File: src/rtl/sseg_digit_scanner.sv
// Eight-digit seven-segment scan front end with a double-buffered display value.
// Optional leading-zero blanking when SSEG_LEADING_ZERO_BLANK_EN is defined.
module sseg_digit_scanner #(
    parameter int TICK_DIV = 100000
) (
    input  logic        clk,
    input  logic        reset,
    input  logic [31:0] value_in,
    input  logic [7:0]  dp_in,
    input  logic        value_valid,
    output logic [2:0]  active_digit,
    output logic [3:0]  num,
    output logic        dp,
    output logic        blank,
    output logic        frame_done
);
    localparam int PW = (TICK_DIV > 1) ? $clog2(TICK_DIV) : 1;
    localparam logic [PW-1:0] PRE_MAX = PW'(TICK_DIV - 1);

    logic [PW-1:0] pre_q, pre_d;
    logic [2:0]    digit_q, digit_d;
    logic [31:0]   stage_val_q, stage_val_d;
    logic [7:0]    stage_dp_q, stage_dp_d;
    logic          pending_q, pending_d;
    logic [31:0]   disp_val_q, disp_val_d;
    logic [7:0]    disp_dp_q, disp_dp_d;
    logic          frame_done_q, frame_done_d;
    logic          tick, commit;

    assign tick   = (pre_q == PRE_MAX);
    assign commit = tick && (digit_q == 3'd7);

    always_comb begin
        pre_d        = tick ? '0 : pre_q + PW'(1);
        digit_d      = tick ? digit_q + 3'd1 : digit_q;
        stage_val_d  = stage_val_q;
        stage_dp_d   = stage_dp_q;
        pending_d    = pending_q;
        disp_val_d   = disp_val_q;
        disp_dp_d    = disp_dp_q;
        frame_done_d = commit;
        if (value_valid) begin
            stage_val_d = value_in;
            stage_dp_d  = dp_in;
            pending_d   = 1'b1;
        end
        // A strobe landing on the commit tick goes straight to the display.
        if (commit) begin
            if (value_valid) begin
                disp_val_d = value_in;
                disp_dp_d  = dp_in;
            end else if (pending_q) begin
                disp_val_d = stage_val_q;
                disp_dp_d  = stage_dp_q;
            end
            pending_d = 1'b0;
        end
    end

    always_ff @(posedge clk or posedge reset) begin
        if (reset) begin
            pre_q        <= '0;
            digit_q      <= '0;
            stage_val_q  <= '0;
            stage_dp_q   <= '0;
            pending_q    <= 1'b0;
            disp_val_q   <= '0;
            disp_dp_q    <= '0;
            frame_done_q <= 1'b0;
        end else begin
            pre_q        <= pre_d;
            digit_q      <= digit_d;
            stage_val_q  <= stage_val_d;
            stage_dp_q   <= stage_dp_d;
            pending_q    <= pending_d;
            disp_val_q   <= disp_val_d;
            disp_dp_q    <= disp_dp_d;
            frame_done_q <= frame_done_d;
        end
    end

    assign active_digit = digit_q;
    assign num          = disp_val_q[{digit_q, 2'b00} +: 4];
    assign dp           = disp_dp_q[digit_q];
    assign frame_done   = frame_done_q;

`ifdef SSEG_LEADING_ZERO_BLANK_EN
    logic [7:0] blank_v;
    logic       upper_zero;

    // Walk down from the top nibble; a digit blanks while everything at and above it is zero.
    always_comb begin
        blank_v    = '0;
        upper_zero = 1'b1;
        for (int i = 7; i >= 1; i--) begin
            upper_zero = upper_zero & (disp_val_q[4*i +: 4] == 4'h0);
            blank_v[i] = upper_zero;
        end
    end

    assign blank = blank_v[digit_q];
`else
    assign blank = 1'b0;
`endif
endmodule

File: config.mk
export PLATFORM = sky130hd
export DESIGN_NAME = sseg_digit_scanner
export DESIGN_NICKNAME = d
export VERILOG_FILES = /design/src/rtl/sseg_digit_scanner.sv
export SDC_FILE = /design/constraint.sdc
export NUM_CORES = 1
export LEC_CHECK = 0
export CAP_MARGIN = 20
export CORE_ASPECT_RATIO = 1.1
export CORE_MARGIN = 2
export CORE_UTILIZATION = 50
export CTS_CLUSTER_DIAMETER = 150
export DETAILED_ROUTE_END_ITERATION = 8
export GPL_TIMING_DRIVEN = 0
export HOLD_SLACK_MARGIN = 0.03
export PLACE_DENSITY = 0.81
export RECOVER_POWER = 100
export SETUP_SLACK_MARGIN = 0.5
export SLEW_MARGIN = 20
export SYNTH_ARGS = -nofsm -noshare
export SYNTH_HDL_FRONTEND = slang
export SYNTH_SLANG_ARGS = --single-unit
File: constraint.sdc
create_clock -name clk -period 3.2 [get_ports clk]
set_clock_uncertainty 0.15 [all_clocks]
set_input_delay 0.64 -clock clk [delete_from_list [all_inputs] [get_ports clk]]
set_output_delay 0.64 -clock clk [all_outputs]
set_load 0.05 [all_outputs]
* Yosys cells after proc, flatten, opt, wreduce, memory -nomap -nowiden
Index checks and enable logic that the tools add are counted.
Word-level totals: flip-flop bits (word level) 102, output and inout bits 10
Cells by class: mux-type cells 9, reductions and logical operators 4, shift operators 1, equality and inequality tests 2, magnitude comparators 1, add/subtract/negate cells 2
Operator list (count):
- 32-bit two-way mux | 2
- 32-bit by 6-bit indexed part select with 4-bit output | 1
- 17-bit by 1-bit adder with 17-bit output (second input constant) | 1
- 17-bit equality test (second input constant) | 1
- 17-bit two-way mux | 1
- 8-bit two-way mux | 2
- 3-bit by 4-bit less-than comparator with 1-bit output (second input constant) | 1
- 2-bit nonzero test | 2
- 3-bit by 1-bit adder with 3-bit output (second input constant) | 1
- 1-bit binary-select mux with 3-bit select | 1
- 3-bit equality test (second input constant) | 1
- 1-bit two-way mux | 3
- 2-bit AND reduction | 1
- 1-bit logical AND | 1

* Depth between registers and ports, before layout
word-level depth 3, depth in mapped cells 7, depth with buffers taken out 5

* Worst setup path before layout
No wires, ideal clock.
kind flip-flop to output port, from register digit_q[0] (netlist: active_digit[0]), to output port dp, setup slack 454 ps, stages on the path, launching flop included 4, data arrival time 1956 ps, cell sequence dfrtp_1 > buf_2 > mux4_2 > mux2_2
Between the ends: longest elaborated chain between the ends 2
RTL lines:
- start, declared | line 21 | logic [2:0] digit_q, digit_d;
- start signal, assigned | line 72 | digit_q <= digit_d;
- 1-bit binary-select mux with 3-bit select | line 84 | assign dp = disp_dp_q[digit_q];
- 1-bit two-way mux (not written as such) | line 84
- end, declared | line 13 | output logic dp,
No other way between the ends. The select of a mux whose other input is x is not followed.

* Worst setup path in the final report
from register pre_q[11], to register disp_val_q[10]
Between the ends: longest elaborated chain between the ends 3
RTL lines:
- start, declared | line 20 | logic [PW-1:0] pre_q, pre_d;
- start signal, assigned | line 71 | pre_q <= pre_d;
- 17-bit equality test | line 30 | assign tick = (pre_q == PRE_MAX);
- 1-bit logical AND | line 31 | assign commit = tick && (digit_q == 3'd7);
- 2-bit AND reduction (no line)
- end signal, assigned | line 76 | disp_val_q <= disp_val_d;
- end, declared | line 25 | logic [31:0] disp_val_q, disp_val_d;
No other way between the ends. A chain may end at the register's enable or synchronous reset.

==> flow_summary_export.csv <==
group,metric,value,unit
logic_synthesis,ys.flop_type,"dfrtp_1",
layout,drive_gt1_share,19.14,%
critical_path,path_max_fanout,10,
layout,fin_area,0.005229,sq mm
logic_synthesis,yosysUniqueCellTypes,31,
status,status,"completed",
place,placed_area,0.004990,sq mm
critical_path,end_kind,"flop",
sta,min_period,2.867,ns
layout,fillers,620,
sta,max_slew_margin,43.75,%
layout,diodes,0,
sta,setup_viol,0,
clock_tree,cts_made_buffers,9,
place,place.gp.congestion,0.7953,
floorplanning,die_x,92.27,microns
grt,grt_pass1_vias,2526,
floorplanning,core_area,0.008364,sq mm
place,dp_cells,442,
grt,grt_pass1_wl,12820,microns
sta,hold_viol_final,0,
drt,vias_per_cell,5.184,
clock_tree,clk_latency,0.36,ns
clock_tree,cts_tree,"done",
logic_synthesis,synth_cells,278,
logic_synthesis,synth-warning-count,0,
floorplanning,initial_core_util,51.23,%
clock_tree,cts.sinks,102,
layout,final_nets,391,
power_and_ir_drop,power.density,438.9,mW/mm^2
drt,first_iter_violations,80,
floorplanning,row_count,35,
logic_synthesis,synth.largest_area_cell,"dfrtp_1",
floorplanning,io_pins,53,
layout,multi_input_area,0.001623,sq mm
drt,wl,7583,microns
critical_path,crit_type,"reg -> reg",
logic_synthesis,seq_area_frac_synth,59.56,%
drt,routedWlPerCell,16.45,microns
drt,ant_nets,0,
logic_synthesis,synth_seq_cells,102,
drt,vias,2390,
place,hpwl,5419,microns
logic_synthesis,yosysMostFrequentCell,"dfrtp_1",
logic_synthesis,synth-async-reset-ratio,100.0,%
sta,setup_ws,0.3328,ns
clock_tree,htree_levels,3,
job,drv_cap,0,
power_and_ir_drop,p_leak,0.002435,uW
floorplanning,die_y,101.1,microns
clock_tree,clockBufferDepth,2,
drt,first_pass_iters,4,
grt,grt_usage,18.17,%
clock_tree,clk_pin_slew,0.09,ns
sta,finalCritPeriodShare,89.60,%
logic_synthesis,syn_nets,324,
place,port_buffers,50,
critical_path,cp.required,3.29,ns
logic_synthesis,synth_area,0.004285,sq mm
grt,antenna_found_initial,0,
sta,worst_slew_pin_slew,0.8360,ns
critical_path,crit_arrival,2.96,ns
layout,syn2layout_area_growth,22.01,%
critical_path,start_kind,"flop",
logic_synthesis,synth_top_area_share,59.56,%
logic_synthesis,synth_edf_count,0,
logic_synthesis,syn_area_per_cell,15.41,sq um
drt,drc,0,
sta,drv_slew,0,
grt,grt_max_degree,34,
sta,final.setup.tns,0,ns
clock_tree,clock-root-buffer,"clkbuf_8",
place,pre_cts_ws,0.04714,ns
logic_synthesis,yosys-top-cells-area,"dfrtp_1 (60%), mux2_2 (12%), mux2_1 (11%)",
layout,register_area,0.002554,sq mm
sta,rsz0062_at_grt,"yes",
floorplanning,fp.dieArea,0.009328,sq mm
sta,max_freq,0.3488,GHz
layout,fin_cells,461,
logic_synthesis,ys_top_cells_by_count,"dfrtp_1 (102), mux2_2 (47), mux2_1 (40)",
grt,grt_overflow,0,
worst_hold_path,hp-class,"reg -> reg",
power_and_ir_drop,ir_worst_vdd,0.0002027,V
[layer usage]
metal	track usage, %	vias up	routed length, microns
li1	-	1117	-
met1	23.88	1218	3431
met2	30.26	44	3800
met3	3.366	11	209
met4	7.233	0	142
met5	0	-	0
[path summary, 6_finish.rpt]
| kind | cells after the start | slack, ns | from | endpoint |
|---|---|---|---|---|
| setup reg to reg | 6 | 0.33 | pre_q[11] | disp_val_q[10] |
| min in group asynchronous | 2 | 0.61 | reset | stage_dp_q[7] |
| max in group asynchronous | 4 | 1.00 | reset | stage_val_q[15] |
| hold reg to reg | 1 | 0.34 | stage_val_q[17] | stage_val_q[17] |
| hold / removal | 1 | 0.34 | stage_val_q[17] | stage_val_q[17] |
| setup / recovery | 6 | 0.33 | pre_q[11] | disp_val_q[10] |
[what timing repair did]
action / 4_1_cts / 5_1_grt
gates cloned: 0 / 1
setup buffers: 1 / 1
setup endpoints to repair: 5 / 5
hold buffers: 0 / 0
resized for setup: 36 / 11
[per-stage QoR]
stage / power, uW / utilization [%] / hold WS [ns]
floorplan: 1464 / - / 0.3024
detailed placement: 1551 / 59.66 / 0.3200
CTS: 2326 / 62.06 / 0.3389
finish: 2295 / 62.51 / 0.3368
global route: 2383 / 62.51 / 0.3493
global placement: 1536 / 58.94 / 0.3125
[logic make-up after synthesis]
logic type | synth area share, %
DFF | 59.56
muxes | 28.35
and+or+nand+nor | 5.577
buffers and inverters | 2.481
xor gates and xnor gates | 3.066
adders and majority gates | 0.8760
other | 0.08751
[area by class of cell]
type                       count  area share (%)
tap                          111           2.656
clock inverter                 7           1.220
multi-input combinational    158           31.04
clock buffer                   9           2.369
sequential                   102           48.84
timing repair buffer          56           11.46
buffer                        15           2.178
inverter                       3          0.2393
[registers in the layout, summed over array words and instances, names as in the netlist]
signal / cells
disp_val_q: 32
stage_val_q: 32
pre_q: 17
disp_dp_q: 8
stage_dp_q: 8
active_digit: 3
frame_done: 1
pending_q: 1
[worst max-delay path: stages (launching register included)]
cell	delay [ns]
dfrtp_1	0.43
or4_1	0.55
nor4_1	0.71
and3b_1	0.27
buf_4	0.14
buf_6	0.15
mux2_1	0.35
[cells in the final DEF (no fill, tap or decap), types with 2 or more instances in the layout]
cell type,Yosys,final
dfrtp_1,102,101
mux2_1,40,67
clkdlybuf4s50_1,0,41
mux2_2,47,16
nor2_1,14,14
mux4_2,10,10
xor2_1,10,10
buf_6,4,9
clkbuf_8,0,9
clkbuf_1,3,6
nand4_1,5,5
nand3_1,5,5
xnor2_1,5,5
clkinv_2,0,5
mux2_4,0,4
dlygate4sd3_1,0,4
buf_12,0,3
nor4_1,2,3
buf_4,2,3
nand2_1,3,3
ha_1,3,3
inv_1,3,2
or3_1,2,2
[where the power goes]
group | internal, uW | switching (uW) | leakage [uW]
logic | 88.3 | 72.9 | 0.00102
clock network | 358 | 428 | 0.000103
registers | 1340 | 10.8 | 0.00131
Note: power is estimated with default switching activity, not from simulation.
